[config.mk]
export PLATFORM = sky130hd
export DESIGN_NAME = load_store_unit
export DESIGN_NICKNAME = d
export VERILOG_FILES = /design/src/rtl/load_store_unit.sv
export SDC_FILE = /design/constraint.sdc
export NUM_CORES = 1
export LEC_CHECK = 0
export ABC_AREA = 0
export CELL_PAD_IN_SITES_DETAIL_PLACEMENT = 0
export CELL_PAD_IN_SITES_GLOBAL_PLACEMENT = 2
export CORE_ASPECT_RATIO = 1.25
export CORE_MARGIN = 1
export CORE_UTILIZATION = 22
export DETAILED_ROUTE_END_ITERATION = 7
export GPL_ROUTABILITY_DRIVEN = 0
export GPL_TIMING_DRIVEN = 0
export PLACE_DENSITY_LB_ADDON = 0.2
export SLEW_MARGIN = 10
export SYNTH_ARGS = -nofsm -noshare
export SYNTH_HDL_FRONTEND = slang
export SYNTH_SLANG_ARGS = --single-unit
[constraint.sdc]
create_clock -name clock -period 1.73 [get_ports clock]
set_input_delay 0.346 -clock clock [delete_from_list [all_inputs] [get_ports clock]]
set_output_delay 0.346 -clock clock [all_outputs]
set_load 0.005 [all_outputs]
[src/rtl/load_store_unit.sv]
// Load/store unit: byte/half/word accesses onto a word-wide memory.
// Optional LSU_BOUNDS_CHECK_EN flags addresses above ADDR_WIDTH.
module load_store_unit #(
    parameter int ADDR_WIDTH = 16
) (
    input  logic                  clock,
    input  logic                  reset,
    input  logic                  req_valid,
    output logic                  req_ready,
    input  logic                  req_store,
    input  logic [1:0]            req_size,
    input  logic                  req_unsigned,
    input  logic [31:0]           req_addr,
    input  logic [31:0]           req_wdata,
    output logic                  resp_valid,
    output logic [31:0]           resp_rdata,
    output logic [1:0]            resp_error,
    output logic                  mem_wEn,
    output logic [ADDR_WIDTH-1:0] mem_address,
    output logic [31:0]           mem_write_data,
    input  logic [31:0]           mem_read_data
);

    typedef enum logic [2:0] {
        S_IDLE,
        S_RD,
        S_WAIT,
        S_WR,
        S_RESP
    } state_t;

    state_t                r_state;
    state_t                w_next;
    logic                  r_store;
    logic [1:0]            r_size;
    logic                  r_uns;
    logic [ADDR_WIDTH-1:0] r_addr;
    logic [31:0]           r_wbuf;
    logic [31:0]           r_rdata;
    logic [1:0]            r_error;

    logic                  w_accept;
    logic                  w_misalign;
    logic                  w_oob;
    logic                  w_unused_hi;
    logic [4:0]            w_shift;
    logic [31:0]           w_lane;
    logic [31:0]           w_loaded;
    logic [31:0]           w_small;
    logic [31:0]           w_mask;
    logic [31:0]           w_merged;

    assign w_accept = req_valid & (r_state == S_IDLE);

    // Alignment and reserved-size check on the incoming request
    always_comb begin
        w_misalign = 1'b0;
        unique case (req_size)
            2'b00: w_misalign = 1'b0;
            2'b01: w_misalign = req_addr[0];
            2'b10: w_misalign = |req_addr[1:0];
            default: w_misalign = 1'b1;
        endcase
    end

    assign w_unused_hi = |req_addr[31:ADDR_WIDTH];
`ifdef LSU_BOUNDS_CHECK_EN
    assign w_oob = w_unused_hi;
`else
    assign w_oob = 1'b0;
`endif

    // Byte-lane shift; halves are 2-aligned so the same shift works
    assign w_shift = {r_addr[1:0], 3'b000};
    assign w_lane  = mem_read_data >> w_shift;

    // Lane extraction with sign/zero extension for loads
    always_comb begin
        w_loaded = mem_read_data;
        unique case (r_size)
            2'b00: begin
                if (r_uns)
                    w_loaded = {24'b0, w_lane[7:0]};
                else
                    w_loaded = {{24{w_lane[7]}}, w_lane[7:0]};
            end
            2'b01: begin
                if (r_uns)
                    w_loaded = {16'b0, w_lane[15:0]};
                else
                    w_loaded = {{16{w_lane[15]}}, w_lane[15:0]};
            end
            default: w_loaded = mem_read_data;
        endcase
    end

    // Merge sub-word store data into the word read back from memory
    always_comb begin
        w_small = 32'h0000_FFFF;
        if (r_size == 2'b00)
            w_small = 32'h0000_00FF;
        w_mask   = w_small << w_shift;
        w_merged = (mem_read_data & ~w_mask)
                 | ((r_wbuf & w_small) << w_shift);
    end

    // State register
    always_ff @(posedge clock) begin
        if (reset)
            r_state <= S_IDLE;
        else
            r_state <= w_next;
    end

    // Next-state selection
    always_comb begin
        w_next = r_state;
        unique case (r_state)
            S_IDLE: begin
                if (w_accept) begin
                    if (w_misalign | w_oob)
                        w_next = S_RESP;
                    else if (req_store && req_size == 2'b10)
                        w_next = S_WR;
                    else
                        w_next = S_RD;
                end
            end
            S_RD:   w_next = S_WAIT;
            S_WAIT: w_next = r_store ? S_WR : S_RESP;
            S_WR:   w_next = S_RESP;
            S_RESP: w_next = S_IDLE;
            default: w_next = S_IDLE;
        endcase
    end

    // Request latch, read sampling and write-buffer merge
    always_ff @(posedge clock) begin
        if (reset) begin
            r_store <= 1'b0;
            r_size  <= 2'b00;
            r_uns   <= 1'b0;
            r_addr  <= '0;
            r_wbuf  <= 32'b0;
            r_rdata <= 32'b0;
            r_error <= 2'b00;
        end else begin
            if (w_accept) begin
                r_store <= req_store;
                r_size  <= req_size;
                r_uns   <= req_unsigned;
                r_addr  <= req_addr[ADDR_WIDTH-1:0];
                r_wbuf  <= req_wdata;
                r_rdata <= 32'b0;
                r_error <= {w_oob, w_misalign};
            end
            if (r_state == S_WAIT) begin
                if (r_store)
                    r_wbuf <= w_merged;
                else
                    r_rdata <= w_loaded;
            end
        end
    end

    assign req_ready      = (r_state == S_IDLE);
    assign resp_valid     = (r_state == S_RESP);
    assign resp_rdata     = r_rdata;
    assign resp_error     = r_error;
    assign mem_wEn        = (r_state == S_WR) & ~reset;
    assign mem_address    = {r_addr[ADDR_WIDTH-1:2], 2'b00};
    assign mem_write_data = r_wbuf;

endmodule

==> impl_summary.md <==
Run status
The run finished, with violations left. The final reports fail on setup timing.

Drt
The number of routed nets with antenna violations is 0. The detailed router finished its first iteration with between 400 and 500 violations. The via-per-instance ratio is 4.998.

After detailed routing, the number of remaining DRC violations is 0. The iteration count of the initial detailed-routing pass is 8. The final layout contains routed wiring with a total length of ~22000 um.

Detailed routing inserted a total of 5353 vias. Dividing the detail-routed wire length by the instance count gives 20.79 um.

Global routing
The via count of the first global-routing pass is 5193. Global routing finished with a remaining overflow of 0. The first-pass GRT wire length is 32020 um.

The global-route usage over all layers is 0.1935. The number of antenna violations at the first check in global routing is 0. The maximum number of pins on one net before global-route repair is 15.

Yosys
Of the synthesized area, sequential elements account for 0.3651. The fraction of registers with async set or reset after synthesis is 0. The netlist uses 51 different library cells. The synthesized design contains 88 register bits.

Averaged over all synthesized cells, the footprint is 8.124 um2. Among all flip-flop cells after synthesis, the most frequent one is sky130_fd_sc_hd__dfxtp_1. Synthesis produced a netlist whose cell count is between 500 and 600. The Yosys warning count is 0. The cell area that synthesis handed to floorplanning was 0.004826 mm2. In this run, synthesis inferred 0 flip-flops with an integrated enable.

Timing
The number of failing setup endpoints in the final timing report is 1. The final number of max-transition violations came to 0. The post-layout worst setup margin is -3.374 ps. The pin slew with the least headroom to its limit is just under 900 ps. The final clock period utilization by the worst path is 1.002. Setup repair after global routing could not meet its margin everywhere. For this run, the top clock speed supported by timing is ~0.58 GHz.

The worst pin sits at a relative slew slack of 0.4224. Clock skew on the completed layout was measured at 10.27 ps. The shortest period the worst path allows is 1733 ps. The number of hold violations in the final report is 0.

Setup path
The worst setup path startpoint is r_state[2]. The endpoint class of the critical path is a flip-flop. The path type of the worst setup path is flip-flop to flip-flop. The reg-to-reg startpoint is r_state[2].

Data on the critical path is required at its endpoint by 1950 ps. In this run the worst path has a maximum fanout of 5. Data arrives at the worst endpoint at 1960 ps. STA classifies the critical path startpoint as a flip-flop.

Placed design
Detailed placement finished with a half-perimeter wire length of 16910 um. Prior to clock tree synthesis, the placed netlist has a worst setup slack of -1029 ps. Port buffering added 168 buffers.

The cell count after placement is 1043.

Clock tree
The number of clock buffers added by TritonCTS is 9. The clock tree from TritonCTS is built. The clock drives between 80 and 90 sinks. In this run the number of H-tree levels came out at 3. The root buffer cell chosen for the clock tree is sky130_fd_sc_hd__clkbuf_16. For the worst-skew pair, the clock arrives at the later sink with an insertion delay of 360 ps. Counting along the longest clock path gives a buffer depth of 2. The number of hold buffers added after CTS is 0. After clock tree synthesis, the clock-pin slew on the worst setup and hold paths is 70 ps.

Finish
After the flow finishes, the layout carries non-filler instances totaling ~1100. Compared with the post-synthesis result, the final layout area differs by 61.52%. The number of antenna diodes in the final layout is 0. Of the cells placed in the final design, the portion with a size suffix greater than 1 is 0.2247.

Counting the fill cells in the layout gives ~2200. The final net count is 891. The most common cell after layout, fill and taps aside is sky130_fd_sc_hd__clkdlybuf4s50_1. In the layout the commonest cells are sky130_fd_sc_hd__clkdlybuf4s50_1 (163), sky130_fd_sc_hd__nand2_1 (100), sky130_fd_sc_hd__dfxtp_1 (66), sky130_fd_sc_hd__a21oi_1 (63), sky130_fd_sc_hd__buf_4 (32).

Power and ir drop
Summed over all cells, the static leakage comes to about 0.0027 uW. The completed layout was analyzed and its total power is 6118 uW. In this run the power density over the cells is 784.9 mW/mm2.

Across the VDD grid, the largest voltage drop is 0.0004711 V.

Die
The floorplan step defined a die boundary enclosing 0.02254 mm2. The top-level port count is approximately 190. The starting density of the core is 0.2240. The row count is 60. From bottom edge to top edge, the die measures 167.6 um. The horizontal extent of the die is 134.5 um. The total area inside the core boundary comes to around 0.022 mm2.

Worst hold path
The tightest min-delay check is of the flip-flop to flip-flop type. The startpoint of the worst hold path is r_addr[10].

Run
The count of maximum capacitance violations is 0.
==> flip-flops by register name, summed over array words and instances, names as in the netlist <==
register,count
resp_error,1
mem_write_data,32
r_state,3
r_store,1
resp_rdata,32
r_addr,16
r_size,2
r_uns,1
==> per-layer routing <==
layer / up-vias / wire (um) / global-route usage
met1: 2564 / 9541 / 0.2453
li1: 2549 / - / -
met4: 0 / 403 / 0.05911
met5: - / 0 / 0
met3: 24 / 1404 / 0.04027
met2: 216 / 10920 / 0.3262
==> synth_stat cells, types with 2 or more instances <==
library cell	count	area share
sky130_fd_sc_hd__a211oi_1	24	0.037
sky130_fd_sc_hd__a21oi_1	68	0.071
sky130_fd_sc_hd__a222oi_1	6	0.012
sky130_fd_sc_hd__a311oi_1	9	0.016
sky130_fd_sc_hd__and2_1	3	0.0039
sky130_fd_sc_hd__and3_1	9	0.012
sky130_fd_sc_hd__buf_1	2	0.0016
sky130_fd_sc_hd__buf_2	17	0.018
sky130_fd_sc_hd__buf_4	21	0.033
sky130_fd_sc_hd__buf_6	5	0.012
sky130_fd_sc_hd__clkbuf_1	23	0.018
sky130_fd_sc_hd__dfxtp_1	88	0.37
sky130_fd_sc_hd__inv_1	10	0.0078
sky130_fd_sc_hd__mux2i_1	27	0.056
sky130_fd_sc_hd__nand2_1	100	0.078
sky130_fd_sc_hd__nand2b_1	10	0.013
sky130_fd_sc_hd__nor2_1	33	0.026
sky130_fd_sc_hd__nor3_1	6	0.0062
sky130_fd_sc_hd__nor4_2	9	0.023
sky130_fd_sc_hd__nor4b_4	2	0.0099
sky130_fd_sc_hd__o21ai_0	22	0.023
sky130_fd_sc_hd__o21ba_2	2	0.0041
sky130_fd_sc_hd__o221ai_1	9	0.016
sky130_fd_sc_hd__o22ai_1	18	0.023
sky130_fd_sc_hd__o32ai_1	16	0.029
sky130_fd_sc_hd__or3_1	30	0.039
==> final timing paths <==
check / end / slack, ps / depth (start not counted)
setup / recovery: mem_write_data[30] / -3 / 7
hold / removal: r_addr[10] / 450 / 2
setup reg to reg: mem_write_data[30] / -3 / 7
hold reg to reg: r_addr[10] / 450 / 2
==> kinds of logic (layout without fill, tap and decap cells) <==
group                     count (synthesis)  after routing  share of synthesized area
AOI/OAI and AO/OA                       185            185                     0.2515
xor gates and xnor gates                  1              1                   0.001815
buffers and inverters                    79            275                    0.09334
DFF                                      88             88                     0.3651
muxes                                    27             27                    0.05600
other                                     1              3                  0.0007771
and+or+nand+nor                         213            213                     0.2315
==> worst max-delay path, stage by stage, from the launching register on <==
cell and delay [ps]:
sky130_fd_sc_hd__dfxtp_4 360, sky130_fd_sc_hd__buf_8 130, sky130_fd_sc_hd__nor4b_4 310, sky130_fd_sc_hd__buf_4 170, sky130_fd_sc_hd__buf_8 120, sky130_fd_sc_hd__buf_12 150
sky130_fd_sc_hd__mux2i_4 250, sky130_fd_sc_hd__o32ai_2 110
==> power by group <==
group	internal (uW)	total [uW]	switching [uW]
logic	932	1770	836
registers	2170	2330	165
clock network	1150	2020	867
total	4250	6120	1870
==> layout make-up <==
class                      instances  area (um2)  share of cell area
multi-input combinational        429        2935              0.3766
clock inverter                     5       57.56            0.007384
tap                              279       349.1             0.04478
sequential                        88        1797              0.2305
buffer                            65       506.7             0.06501
clock buffer                      10       239.0             0.03066
inverter                          10       37.54            0.004815
timing repair buffer             185        1873              0.2403
==> stage by stage <==
step                utilization  setup TNS (ps)  hold WS (ps)  area, um2
floorplan                     -               0         434.5       4833
global placement         0.3186          -56660         443.6       6864
detailed placement       0.3186          -58820         446.8       6864
CTS                      0.3448          -189.8         456.4       7430
global route             0.3618          -929.8         476.5       7795
finish                   0.3618          -3.374         454.9       7795
==> repair_timing <==
action                                  CTS  global route
gates cloned                              1             1
endpoints found under the setup margin  101            87
gates resized for setup                  87            67
pin swaps                                 4            17
buffers inserted                          7             8
(Power assumes the default switching activity.)
